`src/rtl/serial_add_ctrl_if.sv`:
```
// Command/result bundle between a requester and the bit-serial add/subtract sequencer.
// The requester drives the operands and start; the sequencer returns status and the result.
interface serial_add_ctrl_if #(
    parameter int W = 8
);
    logic         start;
    logic         sub;
    logic [W-1:0] a;
    logic [W-1:0] b;
    logic         busy;
    logic         done;
    logic [W-1:0] sum;
    logic         cout;
    logic         ovf;

    modport master (
        output start, sub, a, b,
        input  busy, done, sum, cout, ovf
    );

    modport slave (
        input  start, sub, a, b,
        output busy, done, sum, cout, ovf
    );
endinterface

```
`src/rtl/serial_add_ctrl.sv`:
```
// Bit-serial W-bit add/subtract sequencer: one full-adder cell stepped LSB-first,
// one bit per clock, with the carry held in a register between steps.
module serial_add_ctrl #(
    parameter int W = 8
) (
    input  logic            clk,
    input  logic            rst,
    serial_add_ctrl_if.slave bus
);
    localparam int CW = (W > 1) ? $clog2(W) : 1;
    localparam logic [CW-1:0] CNT_PEN  = CW'(W - 2);
    localparam logic [CW-1:0] CNT_LAST = CW'(W - 1);

    typedef enum logic [1:0] {
        IDLE = 2'd0,
        RUN  = 2'd1,
        DONE = 2'd2
    } state_t;

    state_t state, state_nxt;

    logic [W-1:0]  a_sr;
    logic [W-1:0]  b_sr;
    logic [W-1:0]  sum_r;
    logic [CW-1:0] cnt;
    logic          carry;
    logic          msb_cin;
    logic          cout_r;
    logic          ovf_r;

    logic fa_s;
    logic fa_c;

    // The single full-adder cell; B already holds ~b for subtract, carry was seeded with sub.
    assign fa_s = a_sr[0] ^ b_sr[0] ^ carry;
    assign fa_c = (a_sr[0] & b_sr[0]) | ((a_sr[0] | b_sr[0]) & carry);

    // NOTE: clocked state uses non-blocking assignments so every register samples
    // pre-edge values, independent of process ordering.
    always_ff @(posedge clk) begin
        if (rst) begin
            state <= IDLE;
        end else begin
            state <= state_nxt;
        end
    end

    // NOTE: every output of this block gets a default first, so no path leaves a
    // value unassigned and no latch is inferred.
    always_comb begin
        state_nxt = state;
        bus.busy  = 1'b0;
        bus.done  = 1'b0;
        unique case (state)
            IDLE: begin
                if (bus.start) begin
                    state_nxt = RUN;
                end
            end
            RUN: begin
                bus.busy = 1'b1;
                if (cnt == CNT_LAST) begin
                    state_nxt = DONE;
                end
            end
            DONE: begin
                bus.done  = 1'b1;
                state_nxt = IDLE;
            end
            default: begin
                state_nxt = IDLE;
            end
        endcase
    end

    always_ff @(posedge clk) begin
        if (rst) begin
            a_sr    <= '0;
            b_sr    <= '0;
            sum_r   <= '0;
            cnt     <= '0;
            carry   <= 1'b0;
            msb_cin <= 1'b0;
            cout_r  <= 1'b0;
            ovf_r   <= 1'b0;
        end else begin
            case (state)
                IDLE: begin
                    if (bus.start) begin
                        a_sr    <= bus.a;
                        b_sr    <= bus.b ^ {W{bus.sub}};
                        carry   <= bus.sub;
                        cnt     <= '0;
                        sum_r   <= '0;
                        cout_r  <= 1'b0;
                        ovf_r   <= 1'b0;
                        msb_cin <= 1'b0;
                    end
                end
                RUN: begin
                    sum_r <= {fa_s, sum_r[W-1:1]};
                    a_sr  <= {1'b0, a_sr[W-1:1]};
                    b_sr  <= {1'b0, b_sr[W-1:1]};
                    carry <= fa_c;
                    // Carry out of bit W-2 is the carry into the MSB, needed for signed overflow.
                    if (cnt == CNT_PEN) begin
                        msb_cin <= fa_c;
                    end
                    if (cnt == CNT_LAST) begin
                        cout_r <= fa_c;
                        ovf_r  <= msb_cin ^ fa_c;
                        cnt    <= '0;
                    end else begin
                        cnt <= cnt + CW'(1);
                    end
                end
                default: begin
                end
            endcase
        end
    end

    assign bus.sum  = sum_r;
    assign bus.cout = cout_r;
    assign bus.ovf  = ovf_r;
endmodule

```
`src/flat_wrapper.sv`:
```
// flat-port wrapper written by rule: the top's interface ports become plain ports
module serial_add_ctrl_flat 
#(
    parameter int W = 8
)
  (clk, rst, bus_start, bus_sub, bus_a, bus_b, bus_busy, bus_done, bus_sum, bus_cout, bus_ovf);
  serial_add_ctrl_if #(.W(W)) bus_i ();
  input  logic clk;
  input  logic rst;
  input wire logic [$bits(bus_i.start)-1:0] bus_start;
  input wire logic [$bits(bus_i.sub)-1:0] bus_sub;
  input wire logic [$bits(bus_i.a)-1:0] bus_a;
  input wire logic [$bits(bus_i.b)-1:0] bus_b;
  output wire logic [$bits(bus_i.busy)-1:0] bus_busy;
  output wire logic [$bits(bus_i.done)-1:0] bus_done;
  output wire logic [$bits(bus_i.sum)-1:0] bus_sum;
  output wire logic [$bits(bus_i.cout)-1:0] bus_cout;
  output wire logic [$bits(bus_i.ovf)-1:0] bus_ovf;
  assign bus_i.start = bus_start;
  assign bus_i.sub = bus_sub;
  assign bus_i.a = bus_a;
  assign bus_i.b = bus_b;
  assign bus_busy = bus_i.busy;
  assign bus_done = bus_i.done;
  assign bus_sum = bus_i.sum;
  assign bus_cout = bus_i.cout;
  assign bus_ovf = bus_i.ovf;
  serial_add_ctrl #(.W(W)) u_core (.clk(clk), .rst(rst), .bus(bus_i));
endmodule
```
`config.mk`:
```
export PLATFORM = sky130hd
export DESIGN_NAME = serial_add_ctrl_flat
export DESIGN_NICKNAME = d
export VERILOG_FILES = /design/src/rtl/serial_add_ctrl_if.sv /design/src/rtl/serial_add_ctrl.sv /design/src/flat_wrapper.sv
export SDC_FILE = /design/constraint.sdc
export NUM_CORES = 1
export LEC_CHECK = 0
export ABC_AREA = 1
export CAP_MARGIN = 15
export CORE_MARGIN = 2
export CORE_UTILIZATION = 45
export CTS_CLUSTER_DIAMETER = 80
export DETAILED_ROUTE_END_ITERATION = 6
export PLACE_DENSITY_LB_ADDON = 0.15
export SYNTH_ARGS = -nofsm -noshare
export SYNTH_HDL_FRONTEND = slang
export SYNTH_SLANG_ARGS = --single-unit
```
`constraint.sdc`:
```
create_clock -name clk -period 2.3 [get_ports clk]
set_input_delay 0.575 -clock clk [delete_from_list [all_inputs] [get_ports clk]]
set_output_delay 0.575 -clock clk [all_outputs]
set_load 0.05 [all_outputs]
```
==> key figures <==
Status
  – Outcome: finished clean

STA
  – Final setup vio count: 0
  – Minimum clock period after layout: 2100 ps
  – Worst Tran Pin Value: 502 ps
  – Final hold vios: 0
  – Worst hold slack: 474 ps
  – Setup TNS Final: 0 ps
  – Skew final: 7.94 ps
  – Pins over their slew limit: 0
  – Final worst path period share: 0.911
  – Setup slack after layout: 204 ps
  – RSZ-0062 raised after global routing: no
  – FMAX: 477 MHz
  – Relative slew slack: 0.665

Floorplan
  – Core area: 3420 um2
  – Die ar.: 4140 um2
  – Horiz. Die Dim: 64.4 um
  – Die height: 64.4 um
  – Number of placement rows: 21
  – Initial core utilization: 0.480
  – Number of I/O pins: 32

Power
  – Flop pwr share: 0.542
  – Leakage: 0.887 nW
  – Peak supply drop: 0.365 mV
  – Sw Pwr: 0.334 mW
  – Clock power share: 0.277
  – PD cells: 569 nW/um2
  – P_int: 0.802 mW
  – Tot Pwr: 1.14 mW
  – Combinational Power Share: 0.181
  – Sw frac: 0.294

Yosys
  – Area leader, netlist: dfxtp_1
  – Synth area leaders: dfxtp_1, nand2_1, nand3_1, nor2_1, a21oi_1
  – Post-Syn Instances: 228
  – Average footprint of a synthesized cell: 7.19 um2
  – Cell Area, Synth: 1640 um2
  – Mapped Nets: 252
  – Synth top area share: 0.403
  – Register area share after synthesis: 0.403
  – Post-synthesis cell type count: 23
  – Seq cells post-synth: 33
  – Synth warn: 0

Worst setup path
  – CP peak stage delay: 810 ps
  – Critical path fanouts, max: 3
  – FF-to-FF path depth: 7
  – Worst Path Arrival: 1520 ps
  – RR Endpoint: u_core.b_sr[5]
  – Buf/Inv on CP: 1
  – CP Launch Type: flip-flop
  – Worst reg2reg path startpoint: u_core.state[1]
  – Crit path max-delay cell type: clkdlybuf4s50_1
  – Req. time, crit path: 1730 ps
  – CP Class: flip-flop to primary output
  – Worst R2R Setup Slack: 1050 ps
  – Crit end category: primary output
  – CP cell instances: clkdlybuf4s50_1
  – Worst path top cell family by delay: buffers and inverters

Finish
  – Antenna cells: 0
  – Fillers: 339
  – Area added between synthesis and finish: 21.9%
  – Total Nets Final: 282
  – Share of cells above drive strength 1: 0.0849

Routing
  – Routed len/inst: 10.9 um
  – Vias per cell: 4.81
  – Met3 routed WL: 161 um
  – DRT iter0 DRCs: 94
  – First drt pass iteration count: 4
  – Vias: 1466
  – Highest routed layer: met4
  – Drc violations: 0
  – WL met2: 1.55 mm
  – DRT antenna net count: 0
  – Wl on met1: 1.57 mm
  – Routed wire length: 3.33 mm

Hold path
  – Hold depth: 2
  – Hold Path Origin: u_core.bus.ovf
  – Hold EP: u_core.bus.ovf
  – Hold WC Path Type: flip-flop to flip-flop

Global route
  – Initial antenna violation count: 0
  – Gr ovfl total: 0
  – Largest net degree at the start of global routing: 29
  – Gr usage total: 0.176
  – First-pass GRT wire length: 5.69 mm
  – Vias in the first global route: 1318

Clock tree
  – Num CTS Buffers: 5
  – H-tree lvl count: 2
  – CTS tree: yes
  – CTS Hold Bufs: 0
  – Clock Latency Late Sink: 340 ps
  – Reg clk slew, reported paths: 110 ps
  – Post-CTS Setup Bufs: 0
  – Root buffer cell: clkbuf_4
  – Post-CTS Resized: 0
  – Max Root-Sink Buffers: 2
  – Clk sinks: 33

Placed design
  – HPWL after DPL: 2.26 mm
  – Place WS: 444 ps
  – PortBufs: 31
  – RePlAce Congestion: 0.775

Job
  – Max-cap violation count: 0
## final cells by class
class / count / area (um2) / area share
sequential: 33 / 661 / 0.331
clock buffer: 6 / 41.3 / 0.0207
timing repair buffer: 35 / 348 / 0.174
inverter: 21 / 83.8 / 0.0420
tap: 46 / 57.6 / 0.0288
clock inverter: 2 / 10.0 / 0.00501
multi-input combinational: 162 / 797 / 0.399
## stage by stage
step / area (um2) / instances / utilization
after floorplan: 1640 / 228 / -
after global placement: 1950 / 297 / 0.570
after detailed placement: 1950 / 297 / 0.570
after CTS: 2000 / 305 / 0.585
after global routing: 2000 / 305 / 0.585
final: 2000 / 305 / 0.585
## flip-flops by register name, summed over array words and instances (netlist names)
register / cells
u_core.b_sr: 8
u_core.carry: 1
u_core.bus.sum: 8
u_core.bus.cout: 1
u_core.state: 2
u_core.msb_cin: 1
u_core.bus.ovf: 1
u_core.cnt: 3
u_core.a_sr: 8
## cells in the final DEF, fill, tap and decap left out, types with 2 or more instances in the layout
cell             Yosys  layout
nand3_1             37      37
nand2_4              2       2
xor2_1               5       5
nor3_1               3       3
inv_1               19      19
clkinv_2             0       2
nand2_1             62      62
buf_4                1       5
dfxtp_1             33      33
nor2_1              24      24
o21ai_1              4       4
clkbuf_4             0       5
a21oi_1             16      16
clkdlybuf4s50_1      0      29
ha_1                 3       3
## cell usage after synthesis (all sizes together)
| cell type | count |
|---|---|
| buf | 10 |
| or2 | 1 |
| dfxtp | 33 |
| nand3 | 37 |
| xor2 | 5 |
| fa | 1 |
| a21oi | 16 |
| nor2 | 26 |
| nor3 | 3 |
| o21ai | 4 |
| ha | 3 |
| inv | 21 |
| nand2 | 66 |
| clkbuf | 2 |
## cells by family after synthesis
group / count (synthesis) / share of synthesized area
flip-flops: 33 / 0.403
XOR/XNOR: 5 / 0.0267
AND/OR/NAND/NOR: 133 / 0.363
AO/OA/AOI/OAI: 20 / 0.0611
buffers and inverters: 33 / 0.111
adder cells (fa/ha/maj): 4 / 0.0351
## power by group through the flow
stage / combinational, mW / clock, mW / sequential, mW
finish: 0.206 / 0.315 / 0.616
global route: 0.229 / 0.350 / 0.619
CTS: 0.207 / 0.320 / 0.616
detailed placement: 0.207 / 0 / 0.629
global placement: 0.205 / 0 / 0.629
floorplan: 0.147 / 0 / 0.629
## worst max path at each step
stage | endpoint | slack [ps] | cells past startpoint | from
3_3_place_gp | u_core.b_sr[5] | 460 | 7 | bus_start
5_1_grt | bus_sum[5] | 140 | 1 | u_core.bus.sum[5]
4_1_cts | bus_sum[7] | 190 | 1 | u_core.bus.sum[7]
3_5_place_dp | u_core.b_sr[5] | 440 | 7 | bus_start
6_report | bus_sum[7] | 200 | 1 | u_core.bus.sum[7]
2_1_floorplan | bus_done | 600 | 2 | u_core.state[1]
## per-layer routing
layer,GRT usage,up-vias
li1,-,785
met1,0.214,642
met2,0.294,32
met3,0.0475,7
met4,0.0718,0
met5,0,-
No activity file was read; power rests on OpenSTA's default activity.
